### config.mk
export PLATFORM = sky130hd
export DESIGN_NAME = iddr_word_aligner
export DESIGN_NICKNAME = d
export VERILOG_FILES = /design/src/rtl/iddr_word_aligner.sv
export SDC_FILE = /design/constraint.sdc
export NUM_CORES = 1
export LEC_CHECK = 0
export CAP_MARGIN = 20
export CORE_ASPECT_RATIO = 0.6
export CORE_MARGIN = 2
export CORE_UTILIZATION = 26
export CTS_CLUSTER_DIAMETER = 40
export DETAILED_ROUTE_END_ITERATION = 7
export PLACE_DENSITY = 0.53
export SYNTH_ARGS = -nofsm -noshare
export SYNTH_HDL_FRONTEND = slang
export SYNTH_SLANG_ARGS = --single-unit
### constraint.sdc
create_clock -name clk -period 2.05 [get_ports clk]
set_clock_uncertainty 0.1 [all_clocks]
set_input_delay 0.41 -clock clk [delete_from_list [all_inputs] [get_ports clk]]
set_output_delay 0.41 -clock clk [all_outputs]
set_load 0.1 [all_outputs]
### src/rtl/iddr_word_aligner.sv
`default_nettype none
// +----------------------------------------------------------------------------+
// | Module      : iddr_word_aligner                                            |
// | Description : Gears an iddr q1/q2 bit pair into WORD_W-bit words and runs  |
// |               a training-pattern bitslip search until the boundary locks.  |
// |               Optional: define IDDR_WORD_ALIGNER_STATS_EN for err_cnt.     |
// | Revision    : 1.0 - initial release                                        |
// +----------------------------------------------------------------------------+
module iddr_word_aligner #(
    parameter int                 WORD_W        = 8,
    parameter logic [WORD_W-1:0]  TRAIN_PATTERN = 8'hA5,
    parameter int                 LOCK_COUNT    = 4,
    parameter int                 MAX_SLIPS     = 16
) (
    input  logic                       clk,
    input  logic                       rst,
    input  logic                       q1,
    input  logic                       q2,
    input  logic                       align_start,
    output logic [WORD_W-1:0]          word_o,
    output logic                       word_valid,
    output logic                       locked,
    output logic                       align_busy,
    output logic                       align_fail,
    output logic [$clog2(WORD_W)-1:0]  slip_offset,
    output logic [7:0]                 slip_count
`ifdef IDDR_WORD_ALIGNER_STATS_EN
    ,
    output logic [15:0]                err_cnt
`endif
);

    localparam int                 c_OFF_W    = $clog2(WORD_W);
    localparam int                 c_PH_W     = $clog2(WORD_W / 2);
    localparam logic [c_PH_W-1:0]  c_PH_LAST  = c_PH_W'(WORD_W / 2 - 1);
    localparam logic [c_OFF_W-1:0] c_OFF_LAST = c_OFF_W'(WORD_W - 1);
    localparam logic [3:0]         c_LOCK     = 4'(LOCK_COUNT);
    localparam logic [7:0]         c_MAX      = 8'(MAX_SLIPS);

    typedef enum logic [2:0] {
        S_IDLE   = 3'd0,
        S_SEARCH = 3'd1,
        S_SLIP   = 3'd2,
        S_LOCKED = 3'd3,
        S_FAIL   = 3'd4
    } state_t;

    logic [2*WORD_W-1:0] r_win;
    logic [2*WORD_W-1:0] w_win_next;
    logic [c_PH_W-1:0]   r_phase;
    logic [WORD_W-1:0]   r_word;
    logic                r_word_valid;

    state_t              r_state, w_state_nxt;
    logic [c_OFF_W-1:0]  r_off, w_off_nxt;
    logic [3:0]          r_match, w_match_nxt, w_match_inc;
    logic [7:0]          r_slip, w_slip_nxt, w_slip_inc;
    logic                w_unused;

    // Newest pair enters at the bottom; q1 is the earlier bit so it sits above q2.
    assign w_win_next = {r_win[2*WORD_W-3:0], q1, q2};
    assign w_unused   = &{1'b0, r_win[2*WORD_W-1:2*WORD_W-2]};

    always_ff @(posedge clk or posedge rst) begin
        if (rst) begin
            r_win        <= '0;
            r_phase      <= '0;
            r_word       <= '0;
            r_word_valid <= 1'b0;
        end else begin
            r_win        <= w_win_next;
            r_phase      <= (r_phase == c_PH_LAST) ? '0 : r_phase + 1'b1;
            r_word_valid <= (r_phase == c_PH_LAST);
            if (r_phase == c_PH_LAST)
                r_word <= w_win_next[r_off +: WORD_W];
        end
    end

    assign w_match_inc = r_match + 4'd1;
    assign w_slip_inc  = (r_slip == 8'hFF) ? r_slip : r_slip + 8'd1;

`ifdef IDDR_WORD_ALIGNER_STATS_EN
    logic [15:0] r_err, w_err_nxt;
`endif

    always_comb begin
        w_state_nxt = r_state;
        w_off_nxt   = r_off;
        w_match_nxt = r_match;
        w_slip_nxt  = r_slip;
`ifdef IDDR_WORD_ALIGNER_STATS_EN
        w_err_nxt   = r_err;
`endif
        // A restart pre-empts any compare scheduled for the same cycle.
        if (align_start) begin
            w_state_nxt = S_SEARCH;
            w_off_nxt   = '0;
            w_match_nxt = '0;
            w_slip_nxt  = '0;
`ifdef IDDR_WORD_ALIGNER_STATS_EN
            w_err_nxt   = '0;
`endif
        end else begin
            case (r_state)
                S_SEARCH: begin
                    if (r_word_valid) begin
                        if (r_word == TRAIN_PATTERN) begin
                            w_match_nxt = w_match_inc;
                            if (w_match_inc == c_LOCK)
                                w_state_nxt = S_LOCKED;
                        end else begin
                            w_match_nxt = '0;
                            w_off_nxt   = (r_off == c_OFF_LAST) ? '0 : r_off + 1'b1;
                            w_slip_nxt  = w_slip_inc;
                            w_state_nxt = (w_slip_inc == c_MAX) ? S_FAIL : S_SLIP;
`ifdef IDDR_WORD_ALIGNER_STATS_EN
                            w_err_nxt   = (r_err == 16'hFFFF) ? r_err : r_err + 16'd1;
`endif
                        end
                    end
                end
                // The first strobe after a slip may straddle the old and new boundary.
                S_SLIP: begin
                    if (r_word_valid)
                        w_state_nxt = S_SEARCH;
                end
                default: ;
            endcase
        end
    end

    always_ff @(posedge clk or posedge rst) begin
        if (rst) begin
            r_state <= S_IDLE;
            r_off   <= '0;
            r_match <= '0;
            r_slip  <= '0;
`ifdef IDDR_WORD_ALIGNER_STATS_EN
            r_err   <= '0;
`endif
        end else begin
            r_state <= w_state_nxt;
            r_off   <= w_off_nxt;
            r_match <= w_match_nxt;
            r_slip  <= w_slip_nxt;
`ifdef IDDR_WORD_ALIGNER_STATS_EN
            r_err   <= w_err_nxt;
`endif
        end
    end

    assign word_o      = r_word;
    assign word_valid  = r_word_valid;
    assign locked      = (r_state == S_LOCKED);
    assign align_busy  = (r_state == S_SEARCH) || (r_state == S_SLIP);
    assign align_fail  = (r_state == S_FAIL);
    assign slip_offset = r_off;
    assign slip_count  = r_slip;
`ifdef IDDR_WORD_ALIGNER_STATS_EN
    assign err_cnt     = r_err;
`endif

endmodule
`default_nettype wire

After elaboration in Yosys (flattened, before gate mapping)
Cells that the tools add are included.

Shift-type cells: 1. Mux-type cells: 22. Eq/ne operators: 14. $add $sub $neg: 4. Reductions and logical operators: 7.

Operators by type and width (count): $mux 8 (5); $mux 3 (11); $eq 8x8->1 const B (2); $mux 4 (4); $shiftx 16x4->8 (1); $add 8x1->8 const B (1); $eq 8x5->1 const B (1); $eq 3x2->1 const B (2); $eq 3x3->1 const B (2); $ne 3x3->1 const B (2); $pmux 3 s2 (1); $add 4x1->4 const B (1); $eq 4x3->1 const B (1); $ne 4x4->1 const B (1); $reduce_and 4->1 (1); $reduce_bool 2->1 (2); $add 3x1->3 const B (1); $eq 3x1->1 const B (1); $reduce_and 3->1 (1); $reduce_bool 3->1 (1); $add 2x1->2 const B (1); $eq 2x2->1 const B (1); $mux 2 (1); $ne 2x2->1 const B (1); other kinds (2) (2).

Logic and storage cells: 56. Output and inout port bits: 23. Input bits: 5. Flip-flop bits (word level): 43.

Longest topological paths before layout
Gate-level depths: netlist (run 1).

Depth in word-level cells: 8. Depth in mapped cells: 8. Mapped depth without buffers: 6.

Least setup slack after synthesis (run 1)
OpenSTA, ideal clock, no wires.

Kind: register -> output. Start point: register r_state[0]. End point: output port align_fail. Stages on the path, launching flop included: 2. Arrival time: 2.493 ns. Slack: -0.953 ns. Data required time: 1.540 ns. Cell sequence: dfrtp_1 > nor3_1.

Cells in the longest elaborated chain, start to end: 1.

Ends and longest elaborated chain: from (decl) (line 54) `state_t r_state, w_state_nxt;`; from (signal assigned) (line 142) `r_state <= w_state_nxt;`; $eq 3x3->1 (line 156) `assign align_fail = (r_state == S_FAIL);`; to (decl) (line 24) `output logic align_fail,`.

No other way between the ends.

Final worst setup path (run 1)
Start point: register r_word[6] (netlist: word_o[6]). End point: register r_slip[3] (netlist: slip_count[3]).

Cells in the longest elaborated chain, start to end: 3.

Ends and longest elaborated chain: from (decl) (line 51) `logic [WORD_W-1:0] r_word;`; from (signal assigned) (line 75) `r_word <= w_win_next[r_off +: WORD_W];`; $eq 8x8->1 (line 107) `if (r_word == TRAIN_PATTERN) begin`; $ne 2x2->1 (no line); $reduce_and 3->1 (no line); to (signal assigned) (line 145) `r_slip <= w_slip_nxt;`; to (decl) (line 57) `logic [7:0] r_slip, w_slip_nxt, w_slip_inc;`.

No other way between the ends. A chain may end at the register's enable or synchronous reset.

==> flow_summary.toml, run 1 <==
[sta]
worst_pin_slew_ns = 0.4183
setup_violations = 0
slew_viol_final = 0
holdWs_ns = 0.3022
hold_violations = 0
finalCritPeriodShare = 0.9699
fin_crit_ns = 1.988
fmaxAchievable_mhz = 502.9
slew_headroom = 0.7211

[setup_path]
critPathSlowestCell = "or4b_4"
path_cells = "or4b_4 > o21ba_4 > and2_4 > a311oi_2"
crit_family = "simple AND/OR/NAND/NOR gates"
arrival_ns = 2.07
cp_max_fo = 12
worstPathRequired_ns = 2.13
cp_slowest_stage_delay_ns = 0.57
cp-start-kind = "register"
end_kind = "register"
cp_num_buf_inv = 0
crit_type = "register to register"
cp.depth = 4
reg2reg_depth = 4

[power]
p_switching_w = 0.0005889
p_sw_frac = 0.2716
power_w = 0.002169
ir_drop_uv = 306.3
pwr-share-seq = 0.423
power_per_cell_area_mw_per_mm2 = 706.3
internal_power_w = 0.001580
power_frac_clock = 0.406
combPwrFrac = 0.171
leakagePower_nw = 1.221

[route]
drt_iter0_drc = 74
wl_per_cell_um = 14.94
viasPerCell = 4.817
drt_pre_antenna_iters = 4
routed-via-count = 1662
drcViolationCount = 0
postRouteAntennaNets = 0
wirelength_mm = 5.155

[finish]
multi_input_area_mm2 = 0.001115
utilization = 0.3834
fin_area_mm2 = 0.003070
syn_to_final_growth_pct = 41.20
mostFrequentLayoutCells = "dfrtp_1, nor2_1, a21oi_1"
final_nets = 247
drive_above_1_share = 0.3122
insertedDiodeCount = 0
seq_area_mm2 = 0.001087
fillerInstances = 812
final_common_cell = "dfrtp_1"

[yosys]
synth_top_area_frac = 0.4833
synthFlopType = "dfrtp_1"
synth-seq-cells = 42
yosys-top-cells-area = "dfrtp_1, mux2i_1, a21oi_1, nor2_1, ha_1"
netlist_instances = 208
async_reset_ff_frac = 1.000
yosysWarnings = 0
netlist_area_mm2 = 0.002175
syn_nets = 219
synth.largest_area_cell = "dfrtp_1"
synth_cell_types = 43
syn-mean-instance-area_um2 = 10.45
synth_edf_count = 0
seq_area_frac_synth = 0.4833

[floorplanning]
dieHeight_um = 74.84
design.die.area_mm2 = 0.009135
core_mm2 = 0.008008
rows = 25
io_pins = 28
die_x_um = 122.1
start_util = 0.2716

[clock_tree]
cts_made_buffers = 5
post_cts_buffers = 0
cts_sinks = 42
cts_root_buf = "clkbuf_16"
worstSkewPairLatency_ns = 0.28
htree_levels = 2
cts_buffer_depth = 2
clk_pin_slew_ns = 0.06
cts_tree = "yes"

[global_routing]
globalRouteMet3Util = 0.03106
grt.overflow.total = 0
met2_usage = 0.1527
grt_pass1_wl_mm = 8.604
busiest_layer = "met1"
antenna_found_initial = 0
use_met1 = 0.2080
globalRouteTotalUtil = 0.1248
grt_pass1_vias = 1585
grt_max_degree = 43

[outcome]
status = "finished, final reports clean"

[hold_path]
min_path_type = "register to register"
hold_depth = 0

[place]
port_buffers = 27
place_area_mm2 = 0.002897
hpwl_mm = 3.825
routabilityCongestion = 0.8556

[flow_run]
cap_viol_max_count = 0
## Yosys cell counts, types with 4 or more instances
master and instances:
dfrtp_1 42, nor2_1 25, a21oi_1 23, mux2i_1 22, nand2_1 11, clkbuf_1 9
o21ai_0 7, ha_1 6, nor2b_1 5, inv_1 4
## path summary, 6_finish.rpt
path,startpoint,to,slack (ns)
worst max-delay path,word_o[6]$_DFFE_PP0P_,slip_count[3]$_DFFE_PP0P_,0.06
worst min-delay path,r_win[10]$_DFF_PP0_,r_win[12]$_DFF_PP0_,0.30
worst max register to register,word_o[6]$_DFFE_PP0P_,slip_count[3]$_DFFE_PP0P_,0.06
worst min register to register,r_win[10]$_DFF_PP0_,r_win[12]$_DFF_PP0_,0.30
max in group asynchronous,rst,word_o[6]$_DFFE_PP0P_,1.24
min in group asynchronous,rst,r_phase[0]$_DFF_PP0_,0.38
## timing repair
item | CTS | global route
gates resized for setup | 0 | 2
setup endpoints to repair | 0 | 2
hold buffers | 0 | 0
## routing by layer
metal | share of wire | vias to the layer above | wire, um
met5 | 0 | - | 0
li1 | - | 810 | -
met1 | 0.58 | 820 | 2983
met2 | 0.38 | 30 | 1939
met3 | 0.042 | 2 | 218
met4 | 0.0025 | 0 | 13
## worst reg2reg max path, cell delays in order, from the launching register on
cell,delay [ns]
dfrtp_4,0.49
or4b_4,0.57
o21ba_4,0.28
and2_4,0.21
a311oi_2,0.25
## through the flow
stage | TNS, ns | worst slack (ns) | cells
2_1_floorplan | -0.1434 | -0.05347 | 208
3_3_place_gp | 0 | 0.08782 | 337
3_5_place_dp | 0 | 0.02153 | 337
4_1_cts | 0 | 0.02413 | 345
5_1_grt | -0.0005895 | -0.0005895 | 345
6_report | 0 | 0.06163 | 345
## kinds of logic after synthesis
logic type               after synthesis  share of synthesized area
buffers and inverters                 19                    0.03797
AND/OR/NAND/NOR                       61                     0.1456
XOR/XNOR                               3                    0.01209
adder cells (fa/ha/maj)                6                    0.03452
flip-flops                            42                     0.4833
AO/OA/AOI/OAI                         49                     0.1387
multiplexers                          28                     0.1479
## power by group through the flow
stage | logic, W | clock network (W) | registers (W)
after global routing | 0.000392 | 0.000941 | 0.000925
after detailed placement | 0.000374 | 0 | 0.000934
final | 0.000371 | 0.000880 | 0.000918
after CTS | 0.000375 | 0.000903 | 0.000918
after floorplan | 0.000141 | 0 | 0.00103
after global placement | 0.000374 | 0 | 0.000933
## area by class of cell
class / instances / share of cell area
well taps: 108 / 0.04401
clock buffers: 7 / 0.04319
flip-flops and latches: 42 / 0.3541
clock inverters: 1 / 0.009780
inverters: 4 / 0.004890
repair buffers: 36 / 0.1809
multi-input cells: 147 / 0.3631
## flip-flops by register name, summed over array words and instances (netlist names)
register and flops:
word_o 8, slip_offset 3, r_state 3, r_match 4, slip_count 8, r_phase 2, word_valid 1, r_win 13
Note: power is estimated with default switching activity, not from simulation.
==> run 2, diff against run 1 <==
- CORE_MARGIN: 2 -> 5
==> run 2 against run 1 <==
  * Sequential share of layout area increased by 0.10 points
  * Critical endpoint unchanged
  * Largest power group unchanged
  * Routed wire length decreased by 2.4%
  * First-iteration DRC count increased by 72%
==> flow_summary.toml, run 2 (synthesis results as in run 1) <==
[outcome]
status = "finished, final reports clean"

[setup_path]
path_cells = "or4b_4 > o21ba_4 > and2_4 > a311oi_1"
cp_num_buf_inv = 0
cp_max_fo = 12
cp-start-kind = "register"
worstPathRequired_ns = 2.14
arrival_ns = 2.06
critPathSlowestCell = "or4b_4"
crit_family = "simple AND/OR/NAND/NOR gates"
cp_slowest_stage_delay_ns = 0.58
cp.depth = 4
reg2reg_depth = 4
end_kind = "register"
crit_type = "register to register"

[hold_path]
min_path_type = "register to register"
hold_depth = 0

[sta]
hold_violations = 0
slew_viol_final = 0
finalCritPeriodShare = 0.9641
fin_tns_setup_ns = 0
fin_crit_ns = 1.976
slew_headroom = 0.5935
setup_violations = 0
worst_pin_slew_ns = 0.6098
rsz0062_at_grt = "yes"
fmaxAchievable_mhz = 506.0

[floorplanning]
die_x_um = 128.1
core_mm2 = 0.008008
io_pins = 28
dieHeight_um = 80.84
rows = 25
start_util = 0.2716
design.die.area_mm2 = 0.01035

[clock_tree]
cts_sinks = 42
htree_levels = 2
cts_hold_buf = 0
cts_root_buf = "clkbuf_16"
clk_pin_slew_ns = 0.06
cts_buffer_depth = 2
cts_tree = "yes"
worstSkewPairLatency_ns = 0.28
cts_made_buffers = 5

[finish]
multi_input_area_mm2 = 0.001114
final_common_cell = "dfrtp_1"
final_nets = 246
drive_above_1_share = 0.3136
syn_to_final_growth_pct = 40.79
layoutNonFillerInstCount = 344
seq_area_mm2 = 0.001087
insertedDiodeCount = 0
regMostFlops = "r_win"
fillerInstances = 794
largest_reg_flops = 13
mostFrequentLayoutCells = "dfrtp_1, nor2_1, a21oi_1"

[power]
ir_drop_uv = 326.2
leakagePower_nw = 1.208
power_per_cell_area_mw_per_mm2 = 713.3

[global_routing]
antenna_found_initial = 0
grt.overflow.total = 0
grt_max_degree = 43
grt_pass1_vias = 1610
globalRouteTotalUtil = 0.1050
grt_pass1_wl_mm = 8.625

[place]
dp_cells = 335
hpwl_mm = 3.650
port_buffers = 27
routabilityCongestion = 0.8132

[route]
drcViolationCount = 0
postRouteAntennaNets = 0
drt_pre_antenna_iters = 4
drt_iter0_drc = 127
viasPerCell = 4.762
wirelength_mm = 5.031
wl_per_cell_um = 14.63
routed-via-count = 1638

[flow_run]
cap_viol_max_count = 0
-- run 2: changes by cell type in the layout (fill, tap and decap cells not counted), sizes merged --
cell,change
buf,-1
-- run 2: timing repair --
action | 4_1_cts | 5_1_grt
gates resized for setup | 0 | 3
endpoints found under the setup margin | 0 | 3
buffers inserted | 0 | 1
-- run 2: metrics by stage --
step           power [W]  hold WS [ns]  utilization  instance area [um2]  worst slack (ns)
5_1_grt         0.002267        0.3123       0.3823                 3062         -0.007580
3_3_place_gp    0.001307        0.2767       0.3598                 2882            0.1155
4_1_cts         0.002207        0.2963       0.3802                 3044           0.06294
3_5_place_dp    0.001306        0.2826       0.3598                 2882           0.06722
2_1_floorplan   0.001166        0.2665            -                 2283          -0.05347
6_report        0.002184        0.2973       0.3823                 3062           0.07358
-- run 2: path summary, 6_finish.rpt --
check,from,slack [ns],end
max,word_o[6]$_DFFE_PP0P_,0.07,slip_count[3]$_DFFE_PP0P_
min,r_win[7]$_DFF_PP0_,0.30,r_win[9]$_DFF_PP0_
max reg2reg,word_o[6]$_DFFE_PP0P_,0.07,slip_count[3]$_DFFE_PP0P_
min reg2reg,r_win[7]$_DFF_PP0_,0.30,r_win[9]$_DFF_PP0_
max in group asynchronous,rst,1.23,slip_count[0]$_DFFE_PP0P_
min in group asynchronous,rst,0.38,r_win[1]$_DFF_PP0_
-- run 2: power breakdown --
group	internal [W]	switching [W]	total, W
registers	0.000867	0.0000487	0.000915
clock network	0.000576	0.000319	0.000895
logic	0.000138	0.000235	0.000374
total	0.00158	0.000603	0.00218
-- run 2: layer usage --
metal  vias up  track usage  wire, um
met3         8      0.02562       246
met1       786       0.1670      2846
li1        809            -         -
met5         -            0         0
met2        35       0.1367      1890
met4         0      0.02860        48
-- run 2: cell type report --
type,instances,area share
Inverter,4,0.004904
Clock buffer,7,0.04332
Sequential cell,42,0.3551
Tap cell,108,0.04414
Timing Repair Buffer,35,0.1790
Clock inverter,1,0.009808
Multi-Input combinational cell,147,0.3637
